[config.mk]
export PLATFORM = sky130hd
export DESIGN_NAME = dphy_clk_lane_tx
export DESIGN_NICKNAME = d
export VERILOG_FILES = /design/src/rtl/dphy_tx_pkg.sv /design/src/rtl/dphy_tx_timer.sv /design/src/rtl/dphy_clk_lane_tx.sv
export SDC_FILE = /design/constraint.sdc
export NUM_CORES = 1
export LEC_CHECK = 0
export ABC_AREA = 1
export CAP_MARGIN = 40
export CORE_UTILIZATION = 55
export DETAILED_ROUTE_END_ITERATION = 7
export PLACE_DENSITY = 0.77
export RECOVER_POWER = 50
export SYNTH_ARGS = -nofsm -noshare
export SYNTH_HDL_FRONTEND = slang
export SYNTH_SLANG_ARGS = --single-unit
[constraint.sdc]
create_clock -name clk_i -period 2 [get_ports clk_i]
set_clock_uncertainty 0.05 [all_clocks]
set_input_delay 0.2 -clock clk_i [delete_from_list [all_inputs] [get_ports clk_i]]
set_output_delay 0.2 -clock clk_i [all_outputs]
set_load 0.05 [all_outputs]
[src/rtl/dphy_tx_pkg.sv]
// Shared definitions for the D-PHY transmit lanes.
// Contents:
//   dphy_clk_tx_state_t : clock-lane TX state encoding
//   DEF_T_*             : default lane timings in bit-clock cycles. These are
//                         shared with the data-lane transmitter.
//   max_u               : helper for sizing timers from timing parameters
package dphy_tx_pkg;

    typedef enum logic [3:0] {
        ST_STOP,
        ST_HS_RQST,
        ST_BRIDGE,
        ST_HS_ZERO,
        ST_HS_PRE,
        ST_HS_RUN,
        ST_HS_POST,
        ST_HS_TRAIL,
        ST_HS_EXIT
    } dphy_clk_tx_state_t;

    localparam int unsigned DEF_T_LPX         = 4;
    localparam int unsigned DEF_T_CLK_PREPARE = 3;
    localparam int unsigned DEF_T_CLK_ZERO    = 20;
    localparam int unsigned DEF_T_CLK_PRE     = 8;
    localparam int unsigned DEF_T_CLK_POST    = 10;
    localparam int unsigned DEF_T_CLK_TRAIL   = 6;
    localparam int unsigned DEF_T_HS_EXIT     = 8;

    function automatic int unsigned max_u(input int unsigned a, input int unsigned b);
        return (a > b) ? a : b;
    endfunction

endpackage

[src/rtl/dphy_tx_timer.sv]
// Loadable down-counter used to time the D-PHY TX lane states.
// Ports:
//   clk_i   : clock
//   rst_i   : synchronous active-high reset; clears the count to 0
//   load_i  : load value_i on this edge
//   value_i : count to load. A load of N gives done_o after N further edges.
//   done_o  : count has reached 0. The counter holds at 0 until reloaded.
module dphy_tx_timer #(
    parameter int unsigned WIDTH = 8
) (
    input  logic             clk_i,
    input  logic             rst_i,
    input  logic             load_i,
    input  logic [WIDTH-1:0] value_i,
    output logic             done_o
);

    logic [WIDTH-1:0] count_reg;

    always_ff @(posedge clk_i) begin
        if (rst_i) begin
            count_reg <= '0;
        end else if (load_i) begin
            count_reg <= value_i;
        end else if (count_reg != '0) begin
            count_reg <= count_reg - 1'b1;
        end
    end

    assign done_o = (count_reg == '0);

endmodule

[src/rtl/dphy_clk_lane_tx.sv]
// MIPI D-PHY clock-lane transmit controller.
// The entry sequence is LP-11 -> LP-01 -> LP-00 -> HS-0 -> toggling.
// The exit sequence is toggling -> HS-0 trail -> LP-11.
// Ports:
//   clk_i        : bit-rate clock. The lane HS clock is clk_i/2.
//   rst_i        : synchronous active-high reset
//   hs_req_i     : level request for the continuous HS clock
//   hs_ready_o   : HS clock valid; data lanes may transmit
//   stop_state_o : lane idle in LP-11 and able to accept a request
//   lp_p_o/lp_n_o: LP driver levels. They are driven 0/0 while hs_en_o = 1.
//   hs_en_o      : HS driver enable
//   hs_clk_o     : serial HS bit for the clock lane
// All outputs are registered. They are decoded from the state being entered,
// so each output matches the state during the same cycle.
module dphy_clk_lane_tx
    import dphy_tx_pkg::*;
#(
    parameter int unsigned T_LPX         = DEF_T_LPX,
    parameter int unsigned T_CLK_PREPARE = DEF_T_CLK_PREPARE,
    parameter int unsigned T_CLK_ZERO    = DEF_T_CLK_ZERO,
    parameter int unsigned T_CLK_PRE     = DEF_T_CLK_PRE,
    parameter int unsigned T_CLK_POST    = DEF_T_CLK_POST,
    parameter int unsigned T_CLK_TRAIL   = DEF_T_CLK_TRAIL,
    parameter int unsigned T_HS_EXIT     = DEF_T_HS_EXIT
) (
    input  logic clk_i,
    input  logic rst_i,
    input  logic hs_req_i,
    output logic hs_ready_o,
    output logic stop_state_o,
    output logic lp_p_o,
    output logic lp_n_o,
    output logic hs_en_o,
    output logic hs_clk_o
);

    localparam int unsigned T_MAX = max_u(max_u(max_u(T_LPX, T_CLK_PREPARE),
                                                max_u(T_CLK_ZERO, T_CLK_PRE)),
                                          max_u(max_u(T_CLK_POST, T_CLK_TRAIL),
                                                T_HS_EXIT));
    localparam int unsigned TW = $clog2(T_MAX + 1);

    dphy_clk_tx_state_t state_reg, state_next;

    logic          timer_load;
    logic [TW-1:0] timer_value;
    logic          timer_done;

    logic lp_p_reg, lp_n_reg, hs_en_reg, hs_clk_reg, ready_reg, stop_reg;
    logic lp_p_next, lp_n_next, hs_en_next, hs_clk_next, ready_next, stop_next;

    // Next-state logic
    always_comb begin
        state_next = state_reg;
        case (state_reg)
            ST_STOP:     if (hs_req_i)   state_next = ST_HS_RQST;
            ST_HS_RQST:  if (timer_done) state_next = ST_BRIDGE;
            ST_BRIDGE:   if (timer_done) state_next = ST_HS_ZERO;
            ST_HS_ZERO:  if (timer_done) state_next = ST_HS_PRE;
            ST_HS_PRE:   if (timer_done) state_next = ST_HS_RUN;
            ST_HS_RUN:   if (!hs_req_i)  state_next = ST_HS_POST;
            // The timer holds at 0, so a cycle whose bit is 0 simply
            // extends POST by one. The lane then always leaves on a 1.
            ST_HS_POST:  if (timer_done && hs_clk_reg) state_next = ST_HS_TRAIL;
            ST_HS_TRAIL: if (timer_done) state_next = ST_HS_EXIT;
            ST_HS_EXIT:  if (timer_done) state_next = ST_STOP;
            default:     state_next = ST_STOP;
        endcase
    end

    // Reload the timer on every state change with (duration - 1) for the state
    // being entered. done is then seen in the last cycle of that state.
    always_comb begin
        timer_load  = (state_next != state_reg);
        timer_value = '0;
        case (state_next)
            ST_HS_RQST:  timer_value = TW'(T_LPX - 1);
            ST_BRIDGE:   timer_value = TW'(T_CLK_PREPARE - 1);
            ST_HS_ZERO:  timer_value = TW'(T_CLK_ZERO - 1);
            ST_HS_PRE:   timer_value = TW'(T_CLK_PRE - 1);
            ST_HS_POST:  timer_value = TW'(T_CLK_POST - 1);
            ST_HS_TRAIL: timer_value = TW'(T_CLK_TRAIL - 1);
            ST_HS_EXIT:  timer_value = TW'(T_HS_EXIT - 1);
            default:     timer_value = '0;
        endcase
    end

    // Output decode for the state being entered
    always_comb begin
        lp_p_next   = 1'b0;
        lp_n_next   = 1'b0;
        hs_en_next  = 1'b0;
        hs_clk_next = 1'b0;
        ready_next  = 1'b0;
        stop_next   = 1'b0;
        case (state_next)
            ST_STOP: begin
                lp_p_next = 1'b1;
                lp_n_next = 1'b1;
                stop_next = 1'b1;
            end
            ST_HS_RQST: lp_n_next = 1'b1;
            ST_BRIDGE:  ;
            ST_HS_ZERO: hs_en_next = 1'b1;
            // hs_clk_reg is 0 throughout HS_ZERO, so the first PRE bit is 1.
            ST_HS_PRE, ST_HS_POST: begin
                hs_en_next  = 1'b1;
                hs_clk_next = ~hs_clk_reg;
            end
            ST_HS_RUN: begin
                hs_en_next  = 1'b1;
                hs_clk_next = ~hs_clk_reg;
                ready_next  = 1'b1;
            end
            ST_HS_TRAIL: hs_en_next = 1'b1;
            ST_HS_EXIT: begin
                lp_p_next = 1'b1;
                lp_n_next = 1'b1;
            end
            default: begin
                lp_p_next = 1'b1;
                lp_n_next = 1'b1;
            end
        endcase
    end

    always_ff @(posedge clk_i) begin
        if (rst_i) begin
            state_reg  <= ST_STOP;
            lp_p_reg   <= 1'b1;
            lp_n_reg   <= 1'b1;
            hs_en_reg  <= 1'b0;
            hs_clk_reg <= 1'b0;
            ready_reg  <= 1'b0;
            stop_reg   <= 1'b1;
        end else begin
            state_reg  <= state_next;
            lp_p_reg   <= lp_p_next;
            lp_n_reg   <= lp_n_next;
            hs_en_reg  <= hs_en_next;
            hs_clk_reg <= hs_clk_next;
            ready_reg  <= ready_next;
            stop_reg   <= stop_next;
        end
    end

    dphy_tx_timer #(.WIDTH(TW)) u_timer (
        .clk_i   (clk_i),
        .rst_i   (rst_i),
        .load_i  (timer_load),
        .value_i (timer_value),
        .done_o  (timer_done)
    );

    assign lp_p_o       = lp_p_reg;
    assign lp_n_o       = lp_n_reg;
    assign hs_en_o      = hs_en_reg;
    assign hs_clk_o     = hs_clk_reg;
    assign hs_ready_o   = ready_reg;
    assign stop_state_o = stop_reg;

endmodule

Word-level counts from Yosys, hierarchy flattened
Index checks and enable logic that the tools add are counted.
{"block": "word_totals", "ff_bits": 15, "in_bits": 3, "out_inout_bits": 6, "wordCells": 58}
{"block": "op_classes", "add_sub_neg": 1, "eq_ne": 17, "muxes": 18, "n_bitwise": 2, "reduce_logical": 12}
{"op": "2-to-1 mux 4 bit", "n": 9}
{"op": "case mux 4 bit (9 select lines)", "n": 1}
{"op": "equality test 4 x 3 -> 1 bit, second input constant", "n": 8}
{"op": "case mux 5 bit (6 select lines)", "n": 1}
{"op": "equality test 4 x 2 -> 1 bit, second input constant", "n": 4}
{"op": "2-to-1 mux 5 bit", "n": 2}
{"op": "equality test 4 x 1 -> 1 bit, second input constant", "n": 2}
{"op": "equality test 4 bit, second input constant", "n": 2}
{"op": "zero test 4 bit", "n": 2}
{"op": "OR reduction 7 bit", "n": 1}
{"op": "OR reduction 6 bit", "n": 1}
{"op": "zero test 5 bit", "n": 1}
{"op": "2-to-1 mux 1 bit", "n": 5}
{"op": "nonzero test 5 bit", "n": 1}
{"op": "OR reduction 5 bit", "n": 1}
{"op": "subtractor 5 x 1 -> 5 bit, second input constant", "n": 1}
{"op": "inequality test 4 bit", "n": 1}
{"op": "OR reduction 2 bit", "n": 2}
{"op": "OR reduction 3 bit", "n": 1}
{"op": "inverter 1 bit", "n": 2}
{"op": "nonzero test 2 bit", "n": 1}
{"op": "logical AND 1 bit", "n": 1}

Longest topological paths before layout
{"block": "depth", "ltp_word": 8, "mapped_depth": 15, "ltp_nobuf": 15}

By module
From an unflattened synthesis, not the netlist that was laid out.
{"block": "hier_totals", "hier_cells": 139, "hier_area_um2": 953.4}
{"mod": "dphy_clk_lane_tx", "instances": 1, "cells_per_inst": 97, "area_per_inst_um2": 663.1, "seq_area_each_um2": 200.2}
{"mod": "dphy_tx_timer", "instances": 1, "cells_per_inst": 42, "area_per_inst_um2": 290.3, "seq_area_each_um2": 100.1}

Worst setup path after synthesis
OpenSTA, ideal clock, no wires.
{"block": "synth_path", "path_kind": "register to register", "startpoint": "register u_timer.count_reg[0]", "endpoint": "register u_timer.count_reg[1]", "setup_time_ns": 0.119, "arrival_ns": 1.559, "required_ns": 1.831, "setup_slack_ns": 0.272, "stages_incl_launch_ff": 15, "path_cell_list": "dfxtp_1 inv_1 ha_1 inv_1 nor2_1 nand2_1 nand2_1 nand3_2 nand2_4 a21oi_2 nand3_4 inv_4 nand2_1 o21ai_1 a21oi_1"}
{"block": "synth_between", "elab_chain_len": 8}
{"item": "from (decl)", "line_no": "dphy_tx_timer.sv:18", "source": "logic [WIDTH-1:0] count_reg;"}
{"item": "from (signal assigned)", "line_no": "dphy_tx_timer.sv:24", "source": "count_reg <= value_i;"}
{"item": "from (signal assigned)", "line_no": "dphy_tx_timer.sv:26", "source": "count_reg <= count_reg - 1'b1;"}
{"item": "zero test 5 bit", "line_no": "dphy_tx_timer.sv:30", "source": "assign done_o = (count_reg == '0);"}
{"item": "logical AND 1 bit", "line_no": "dphy_clk_lane_tx.sv:64", "source": "ST_HS_POST: if (timer_done && hs_clk_reg) state_next = ST_HS_TRAIL;"}
{"item": "2-to-1 mux 4 bit", "line_no": "dphy_clk_lane_tx.sv:64"}
{"item": "case mux 4 bit (9 select lines)", "line_no": "dphy_clk_lane_tx.sv:55", "source": "case (state_reg)"}
{"item": "equality test 4 x 3 -> 1 bit / equality test 4 bit (equally long branches)", "line_no": "dphy_clk_lane_tx.sv:76", "source": "case (state_next)"}
{"item": "OR reduction 2 bit (no source line)"}
{"item": "case mux 5 bit (6 select lines)", "line_no": "dphy_clk_lane_tx.sv:76"}
{"item": "2-to-1 mux 5 bit", "line_no": "dphy_tx_timer.sv:23", "source": "end else if (load_i) begin"}
Several ways; a longest one is shown, not always the timed one. The select of a mux whose other input is x is not followed.
A chain may end at the register's enable or synchronous reset.

Final worst setup path
{"block": "layout_path", "startpoint": "register u_timer.count_reg[0]", "endpoint": "register u_timer.count_reg[3]"}
The elaborated chain is that of the path after synthesis.

==> metrics <==
leakage power total 0.529 nW; Die ar. 1900 um2; RePlAce Congestion 0.858; # nets final 162; ANT nets after route 0; GRT Total Usage 0.245; worst skew pair latency 0.29 ns; most common cell after layout, fill and taps aside nand2_1; CTS tree yes; diode count 0; FMAX 549 MHz; Synth Cell Area 950 um2; CTS Buf Count 3; CTS H-tree depth 1; synthesized area per cell 6.69 um2; RSZ-0062 raised after global routing false; detail-routed via count per cell 5.35; DP HPWL 1550 um; Tot Pwr 1.78 mW; #FFs+latches synth 15; wire per inst 11.5 um; worst path arrival time 1.99 ns; CTS Hold Bufs 0; synth warn 0; core area 1560 um2; Final Cycle Share 0.911; Max-slew headroom 0.661; initial antenna violation count 0; IR drop worst, VDD 0.00105 V; DRC viols 0; unique cell type count in the Yosys netlist 25; num ports 9; sequential fraction of the synthesis area 0.316; Initial Util 0.609; Port Buffer Count 8; Cell Count Post-Placement 166; Final Util 0.710; critical path peak fanout 9; number of clock sinks 15; Worst-Margin Slew 0.507 ns; critical path class reg -> reg; max reg flops 5; WHS 0.397 ns; Clock Pin Slew Worst Setup and Hold Paths 0.09 ns; pin count of the biggest net entering global routing 10; Max Slew Vio Count 0; Finished Layout Cells 172; Via Count 921; Post-Route WL 1970 um; Hold Crit Class reg -> reg; Syn-to-layout area delta 16.6%; Startpoint Class register; Gate Count Post-Synth 142; layout cells sized above 1 0.231; Synth Net Count 147; status complete, no violations; Initial DRC Count 19; setup violators final 0; vias in the first global route 841; Max-Cap Viols 0; first-pass GRT wire length 3420 um; Die X 43.6 um; CP Capture Type register; site row count 14; Die Y 43.6 um; setup_tns 0 ns; CP required 2.17 ns; commonest cells after routing, fill and taps aside 43 x nand2_1, 16 x nor2_1, 14 x dfxtp_1; pwr/cell area 1610 nW/um2; CTS Buffer Depth 2; Tmin final 1.82 ns; Final Hold Fails 0; root buffer cell clkbuf_4; First-pass DRT Iterations 4; GRT overflow 0
[cell usage after synthesis (all sizes together)]
| master | instances | area share |
|---|---|---|
| nand2 | 51 | 0.23 |
| nor2 | 22 | 0.11 |
| inv | 19 | 0.078 |
| dfxtp | 15 | 0.32 |
| nand3 | 12 | 0.095 |
| o21ai | 9 | 0.047 |
| xor2 | 3 | 0.028 |
| a21oi | 2 | 0.014 |
| ha | 2 | 0.026 |
| nand4 | 2 | 0.013 |
| nand3b | 1 | 0.0079 |
| nor3 | 1 | 0.0053 |
| o21bai | 1 | 0.020 |
| or2 | 1 | 0.0066 |
| xnor2 | 1 | 0.0092 |
[metrics by stage]
stage | instance area [um2] | setup WS, ns
floorplan | 950 | 0.272
global placement | 1050 | 0.0818
detailed placement | 1050 | 0.0129
CTS | 1080 | 0.0588
global route | 1110 | 0.00360
finish | 1110 | 0.177
[cells by family after synthesis]
group	after synthesis	share of synthesized area
fa+ha+maj	2	0.0263
buf+inv	19	0.0777
simple gates	90	0.461
compound gates	12	0.0817
flops	15	0.316
xor+xnor	4	0.0369
[final timing paths]
check,end,slack (ns),start,cells past startpoint
setup / recovery,u_timer.count_reg[3],0.18,u_timer.count_reg[0],14
hold / removal,hs_clk_o,0.40,hs_clk_o,1
setup reg to reg,u_timer.count_reg[3],0.18,u_timer.count_reg[0],14
hold reg to reg,hs_clk_o,0.40,hs_clk_o,1
[report_power, final]
group / switching (mW) / internal, mW
clock: 0.0973 / 0.0776
sequential: 0.0526 / 0.387
combinational: 0.750 / 0.417
[worst max-delay path, stage by stage (launching register included)]
cell and delay [ns]:
dfxtp_2 0.34, inv_1 0.07, ha_1 0.21, inv_1 0.05, nor2_1 0.04, nand2_2 0.14
o21bai_4 0.17, nand3_4 0.15, nand2_4 0.10, nand3_4 0.08, inv_4 0.11, nand2_2 0.05
nand2_1 0.05, nand2_1 0.05, nor2_1 0.09
[area by class of cell]
type	count	area, um2
multi-input cells	108	591
fillers	137	452
flip-flops and latches	15	302
repair buffers	10	95.1
inverters	19	73.8
clock buffers	4	26.3
well taps	16	20.0
[what timing repair did]
action                                  in CTS  in global routing
gates resized for setup                      0                  9
pin swaps                                    1                  5
endpoints found under the setup margin       1                  5
buffers inserted                             1                  1
gates cloned                                 0                  0
endpoints found under the hold margin        0                  0
[per-layer routing]
| layer | GRT usage | routed length [um] | vias to the layer above |
|---|---|---|---|
| met5 | 0 | 0 | - |
| met2 | 0.385 | 900 | 21 |
| met1 | 0.310 | 925 | 418 |
| li1 | - | - | 477 |
| met3 | 0.0542 | 104 | 5 |
| met4 | 0.131 | 40 | 0 |
No activity file was read; power rests on OpenSTA's default activity.
